### config.mk
export PLATFORM = sky130hd
export DESIGN_NAME = nlf_enum_flat
export DESIGN_NICKNAME = d
export VERILOG_FILES = /design/src/rtl/nlf_enum_if.sv /design/src/rtl/nlf_enum.sv /design/src/flat_wrapper.sv
export SDC_FILE = /design/constraint.sdc
export NUM_CORES = 1
export LEC_CHECK = 0
export ABC_CLOCK_PERIOD_IN_PS = 2900
export BUFFER_PORTS_ARGS = -buffer_cell sky130_fd_sc_hd__buf_2
export CORE_MARGIN = 4
export CORE_UTILIZATION = 39
export DETAILED_ROUTE_END_ITERATION = 8
export PLACE_DENSITY_LB_ADDON = 0.05
export SYNTH_ARGS = -nofsm -noshare
export SYNTH_HDL_FRONTEND = slang
export SYNTH_SLANG_ARGS = --single-unit
### constraint.sdc
create_clock -name CLK -period 2.9 [get_ports CLK]
set_input_delay 0.58 -clock CLK [delete_from_list [all_inputs] [get_ports CLK]]
set_output_delay 0.58 -clock CLK [all_outputs]
set_load 0.1 [all_outputs]
### src/rtl/nlf_enum_if.sv
// Handshake and status bundle for the non-linear filter inverse enumerator.
// The master drives the requests and the slave (the enumerator) drives the results.
interface nlf_enum_if #(
    parameter int unsigned NIN = 4
) ();
    localparam int unsigned PW = NIN + 1;

    logic          START;
    logic          BIT;
    logic          ABORT;
    logic          OUT_READY;
    logic          OUT_VALID;
    logic [NIN-1:0] OUTPUT;
    logic          LAST;
    logic [PW-1:0] COUNT;
    logic          BUSY;
    logic          DONE;

    modport master (
        output START, BIT, ABORT, OUT_READY,
        input  OUT_VALID, OUTPUT, LAST, COUNT, BUSY, DONE
    );

    modport slave (
        input  START, BIT, ABORT, OUT_READY,
        output OUT_VALID, OUTPUT, LAST, COUNT, BUSY, DONE
    );
endinterface

### src/rtl/nlf_enum.sv
// Inverse enumerator: streams every input vector x with FN[x] == latched BIT,
// in ascending order, one per accepted handshake; restartable and abortable.
module nlf_enum #(
    parameter int unsigned            NIN = 4,
    parameter logic [(1<<NIN)-1:0]    FN  = 16'h9E98
) (
    input  logic       CLK,
    input  logic       RESETn,
    nlf_enum_if.slave  bus
);
    localparam int unsigned N  = 1 << NIN;
    localparam int unsigned PW = NIN + 1;

    typedef enum logic [1:0] {S_IDLE, S_SCAN, S_FLUSH} state_e;

    function automatic logic [N-1:0] match_mask(input logic b);
        return b ? FN : ~FN;
    endfunction

    // {found, index} of the lowest set bit of m at or above from
    function automatic logic [PW:0] first_from(input logic [N-1:0] m, input logic [PW-1:0] from);
        logic [PW:0] r;
        r = '0;
        for (int j = int'(N) - 1; j >= 0; j--) begin
            if (m[j] && (PW'(j) >= from)) r = {1'b1, PW'(j)};
        end
        return r;
    endfunction

    function automatic logic any_from(input logic [N-1:0] m, input logic [PW-1:0] from);
        logic r;
        r = 1'b0;
        for (int j = 0; j < int'(N); j++) begin
            if (m[j] && (PW'(j) >= from)) r = 1'b1;
        end
        return r;
    endfunction

    function automatic int unsigned ones_in(input logic [N-1:0] v);
        int unsigned c;
        c = 0;
        for (int i = 0; i < int'(N); i++) c += 32'(v[i]);
        return c;
    endfunction

    localparam int unsigned ONES = ones_in(FN);

    state_e         state_q, state_d;
    logic [PW-1:0]  ptr_q, ptr_d;
    logic           bit_q, bit_d;
    logic           valid_q, valid_d;
    logic [NIN-1:0] out_q, out_d;
    logic           last_q, last_d;
    logic [PW-1:0]  count_q, count_d;
    logic           busy_q, busy_d;
    logic           done_q, done_d;

    logic [N-1:0]   mask_c;
    logic [PW-1:0]  from_c;
    logic [PW:0]    hit_c;
    logic [PW-1:0]  after_c;
    logic           more_c;

    // In IDLE the search uses the incoming BIT from index 0; in SCAN the latched bit from ptr
    always_comb begin
        mask_c  = match_mask((state_q == S_IDLE) ? bus.BIT : bit_q);
        from_c  = (state_q == S_IDLE) ? '0 : ptr_q;
        hit_c   = first_from(mask_c, from_c);
        after_c = hit_c[PW-1:0] + PW'(1);
        more_c  = any_from(mask_c, after_c);
    end

    always_comb begin
        state_d = state_q;
        ptr_d   = ptr_q;
        bit_d   = bit_q;
        valid_d = valid_q;
        out_d   = out_q;
        last_d  = last_q;
        count_d = count_q;
        busy_d  = busy_q;
        done_d  = 1'b0;

        case (state_q)
            S_IDLE: begin
                if (bus.START && !bus.ABORT) begin
                    bit_d   = bus.BIT;
                    count_d = bus.BIT ? PW'(ONES) : PW'(N - ONES);
                    if (hit_c[PW]) begin
                        out_d   = hit_c[NIN-1:0];
                        ptr_d   = after_c;
                        last_d  = !more_c;
                        valid_d = 1'b1;
                        busy_d  = 1'b1;
                        state_d = S_SCAN;
                    end else begin
                        done_d  = 1'b1;
                    end
                end
            end

            S_SCAN: begin
                if (bus.ABORT) begin
                    valid_d = 1'b0;
                    last_d  = 1'b0;
                    busy_d  = 1'b0;
                    ptr_d   = '0;
                    state_d = S_IDLE;
                end else if (valid_q && bus.OUT_READY) begin
                    if (last_q) begin
                        valid_d = 1'b0;
                        last_d  = 1'b0;
                        busy_d  = 1'b0;
                        done_d  = 1'b1;
                        ptr_d   = '0;
                        state_d = S_FLUSH;
                    end else if (hit_c[PW]) begin
                        out_d   = hit_c[NIN-1:0];
                        ptr_d   = after_c;
                        last_d  = !more_c;
                    end
                end
            end

            S_FLUSH: begin
                busy_d  = 1'b0;
                ptr_d   = '0;
                state_d = S_IDLE;
            end

            default: begin
                state_d = S_IDLE;
            end
        endcase
    end

    always_ff @(posedge CLK or negedge RESETn) begin
        if (!RESETn) begin
            state_q <= S_IDLE;
            ptr_q   <= '0;
            bit_q   <= 1'b0;
            valid_q <= 1'b0;
            out_q   <= '0;
            last_q  <= 1'b0;
            count_q <= '0;
            busy_q  <= 1'b0;
            done_q  <= 1'b0;
        end else begin
            state_q <= state_d;
            ptr_q   <= ptr_d;
            bit_q   <= bit_d;
            valid_q <= valid_d;
            out_q   <= out_d;
            last_q  <= last_d;
            count_q <= count_d;
            busy_q  <= busy_d;
            done_q  <= done_d;
        end
    end

    assign bus.OUT_VALID = valid_q;
    assign bus.OUTPUT    = out_q;
    assign bus.LAST      = last_q;
    assign bus.COUNT     = count_q;
    assign bus.BUSY      = busy_q;
    assign bus.DONE      = done_q;
endmodule

### src/flat_wrapper.sv
// flat-port wrapper written by rule: the top's interface ports become plain ports
module nlf_enum_flat 
#(
    parameter int unsigned            NIN = 4,
    parameter logic [(1<<NIN)-1:0]    FN  = 16'h9E98
)
  (CLK, RESETn, bus_START, bus_BIT, bus_ABORT, bus_OUT_READY, bus_OUT_VALID, bus_OUTPUT, bus_LAST, bus_COUNT, bus_BUSY, bus_DONE);
  nlf_enum_if #(.NIN(NIN)) bus_i ();
  input  logic CLK;
  input  logic RESETn;
  input wire logic [$bits(bus_i.START)-1:0] bus_START;
  input wire logic [$bits(bus_i.BIT)-1:0] bus_BIT;
  input wire logic [$bits(bus_i.ABORT)-1:0] bus_ABORT;
  input wire logic [$bits(bus_i.OUT_READY)-1:0] bus_OUT_READY;
  output wire logic [$bits(bus_i.OUT_VALID)-1:0] bus_OUT_VALID;
  output wire logic [$bits(bus_i.OUTPUT)-1:0] bus_OUTPUT;
  output wire logic [$bits(bus_i.LAST)-1:0] bus_LAST;
  output wire logic [$bits(bus_i.COUNT)-1:0] bus_COUNT;
  output wire logic [$bits(bus_i.BUSY)-1:0] bus_BUSY;
  output wire logic [$bits(bus_i.DONE)-1:0] bus_DONE;
  assign bus_i.START = bus_START;
  assign bus_i.BIT = bus_BIT;
  assign bus_i.ABORT = bus_ABORT;
  assign bus_i.OUT_READY = bus_OUT_READY;
  assign bus_OUT_VALID = bus_i.OUT_VALID;
  assign bus_OUTPUT = bus_i.OUTPUT;
  assign bus_LAST = bus_i.LAST;
  assign bus_COUNT = bus_i.COUNT;
  assign bus_BUSY = bus_i.BUSY;
  assign bus_DONE = bus_i.DONE;
  nlf_enum #(.NIN(NIN), .FN(FN)) u_core (.CLK(CLK), .RESETn(RESETn), .bus(bus_i));
endmodule
==> qor.csv <==
metric,value,unit
vias,1174,
grt_pass1_vias,1161,
fp-row-count,21,
synth_ff_type,dfrtp_1,
antenna_found_initial,0,
instances_no_fill,217,
r2r_start,u_core.state_q[1],
syn_inst,152,
routed_wl,3.33,mm
final_net_count,184,
clk_pin_slew,0.12,ns
drt_iter0_drc,92,
cts_sinks,17,
yosysSeqAreaShare,30.1,%
fillCellCount,360,
dieArea,4660,µm²
cts_buffers,3,
crit_path_end_kind,flip-flop,
synth.avg_cell_area,9.31,µm²
met2WireLength,1.48,mm
hp-class,in -> async,
finalSetupTns,0,ns
insertion_delay,0.31,ns
hold_ws,0.168,ns
die_w,68.2,µm
hold_viol_final,0,
finalSetupViolCount,0,
initial_core_util,41.4,%
fin_crit_sh,92.3,%
crit_path_max_fanout,6,
final_layout_size_suffix_gt1_share,31.6,%
ios,19,
fmax,373,MHz
drt-pass1-iter-count,4,
pre_cts_ws,0.113,ns
ys_ff_latch,17,
power_density,1120,nW/µm²
setup_ws,0.222,ns
h-tree-depth,1,
syn_area,1420,µm²
outcome,finished clean,
rrSetupSlack,0.22,ns
report.power.total,1750,µW
synth_edf_count,0,
dr_wl_met3,192,µm
cts_max_path_buffers,2,
required,3.12,ns
ys_async_sr_fraction,100,%
path_cells,inv_1 > ha_4 > mux2i_4 > a21o_1 > o21ai_2 > a21boi_1 > o21ai_2 > and2_1 > ha_1 > nand3b_1 > o31a_1 > o221ai_1,
path_buf_inv,1,
vias_per_cell,5.41,
cp.arrival,2.90,ns
finalCriticalPeriod,2.68,ns
cp_slowest_cell,dfrtp_1,
ant_nets,0,
dpl.hpwl,2.57,mm
dieHeight,68.2,µm
cpLargestDelayFamily,compound AO/OA/AOI/OAI gates,
gr-total-overflow,0,
synth_warnings,0,
grtUsageTotal,16.2,%
r2r_cells,12,
synth.most_common_cell,dfrtp_1,
diodes,0,
core_area,3420,µm²
p_leak,0.000703,µW
cpPeakStageDelay,0.41,ns
wl_met1,1.64,mm
grt_max_degree,18,
grt_pass1_wl,5.81,mm
yosysTopAreaCell,dfrtp_1,
path_class,reg -> reg,
synth.cells.most_frequent,"dfrtp_1 (17), nand2_1 (15), nor2_1 (12)",
synth_top_area_share,30.1,%
r2r_end,u_core.bus.LAST,
gp_congestion,0.903,
maxCapViolations,0,
post_drt_wl_per_cell,15.4,µm
ys_types,61,
critPathLaunchType,flip-flop,
yosys-top-cells-area,"dfrtp_1 (30%), ha_1 (5.3%), buf_6 (4.0%)",
syn2layout_area_growth,10.4,%
ir_drop,0.737,mV
rsz0062_at_grt,no,
cpMostUsedCell,o21ai_2,
top_layer_used,met4,
maxSlewViolCount,0,
tritoncts,built,
hold_buffers,0,
portBuffers,14,
fin_skew,0.0166,ns
cts_root_buffer,clkbuf_4,
route.detailed.drc,0,
dp.cells,211,
-- worst max path at each step --
stage	depth (start not counted)	endpoint	start	slack [ns]
6_report	12	u_core.bus.LAST	u_core.state_q[1]	0.22
3_5_place_dp	12	u_core.bus.LAST	u_core.state_q[1]	0.11
2_1_floorplan	13	u_core.bus.LAST	u_core.state_q[0]	0.40
3_3_place_gp	12	u_core.bus.LAST	u_core.state_q[0]	0.24
5_1_grt	12	u_core.bus.LAST	u_core.state_q[0]	0.005
4_1_cts	12	u_core.bus.LAST	u_core.state_q[1]	0.05
-- cell families (layout without fill, tap and decap cells) --
group | count (synthesis) | count (layout) | share of synthesized area [%]
other | 1 | 4 | 0.265
AOI/OAI and AO/OA | 46 | 46 | 24.7
DFF | 17 | 17 | 30.1
and+or+nand+nor | 54 | 54 | 22.9
muxes | 5 | 5 | 4.60
xor gates and xnor gates | 3 | 3 | 1.86
adders and majority gates | 6 | 6 | 5.30
buffers and inverters | 20 | 36 | 10.3
-- power breakdown --
part	internal [µW]	switching (µW)
logic	422	805
clock network	52.7	88.4
registers	305	74.1
-- worst register-to-register path: stages (launching register included) --
cell and delay, ns:
dfrtp_1 0.41, inv_1 0.14, ha_4 0.20, mux2i_4 0.31, a21o_1 0.13, o21ai_2 0.06
a21boi_1 0.16, o21ai_2 0.08, and2_1 0.16, ha_1 0.30, nand3b_1 0.21, o31a_1 0.27
o221ai_1 0.15
-- area by class of cell --
class | instances | area, µm² | area share, %
Multi-Input combinational cell | 118 | 871 | 55.7
Sequential cell | 17 | 425 | 27.2
Timing Repair Buffer | 25 | 153 | 9.77
Tap cell | 46 | 57.6 | 3.68
Inverter | 7 | 26.3 | 1.68
Clock buffer | 3 | 22.5 | 1.44
Clock inverter | 1 | 7.51 | 0.480
-- layout by cell type, fill, tap and decap left out, types with 2 or more instances in the layout --
cell type | Yosys | routed
o21ai_2 | 2 | 3
nor2_1 | 12 | 12
a21o_1 | 2 | 2
nand2_1 | 15 | 15
o21ai_1 | 7 | 6
nand2b_1 | 2 | 2
nand3_1 | 2 | 2
and2_1 | 2 | 2
nor3_1 | 2 | 2
mux2_2 | 2 | 2
o21a_1 | 2 | 2
o31ai_1 | 4 | 4
clkbuf_4 | 0 | 3
xnor2_1 | 2 | 2
ha_1 | 6 | 5
mux2i_1 | 2 | 2
o21ai_0 | 9 | 9
conb_1 | 1 | 4
a21oi_1 | 5 | 5
buf_4 | 4 | 11
dfrtp_1 | 17 | 17
nor2b_1 | 2 | 2
buf_2 | 2 | 14
inv_1 | 6 | 6
-- flip-flops by register name, summed over array words and instances, names as in the netlist --
signal / cells
u_core.bus.COUNT: 1
u_core.ptr_q: 5
u_core.bit_q: 1
u_core.bus.OUTPUT: 4
u_core.state_q: 2
u_core.bus.LAST: 1
u_core.bus.OUT_VALID: 1
u_core.bus.BUSY: 1
u_core.bus.DONE: 1
-- per-stage QoR --
step / area [µm²] / util, %
final: 1560 / 45.8
after global routing: 1560 / 45.8
after CTS: 1530 / 44.8
after detailed placement: 1500 / 44.0
after global placement: 1500 / 44.0
after floorplan: 1430 / -
-- routing by layer --
metal  vias to the layer above  track usage [%]
met5                         -                0
met4                         0             3.47
met3                         4             2.63
met2                        46             23.5
met1                       558             25.0
li1                        566                -
-- repair_timing --
| item | 4_1_cts | 5_1_grt |
|---|---|---|
| buffers inserted | 0 | 2 |
| setup endpoints to repair | 0 | 1 |
| resized for setup | 0 | 3 |
Note: power is estimated with default switching activity, not from simulation.
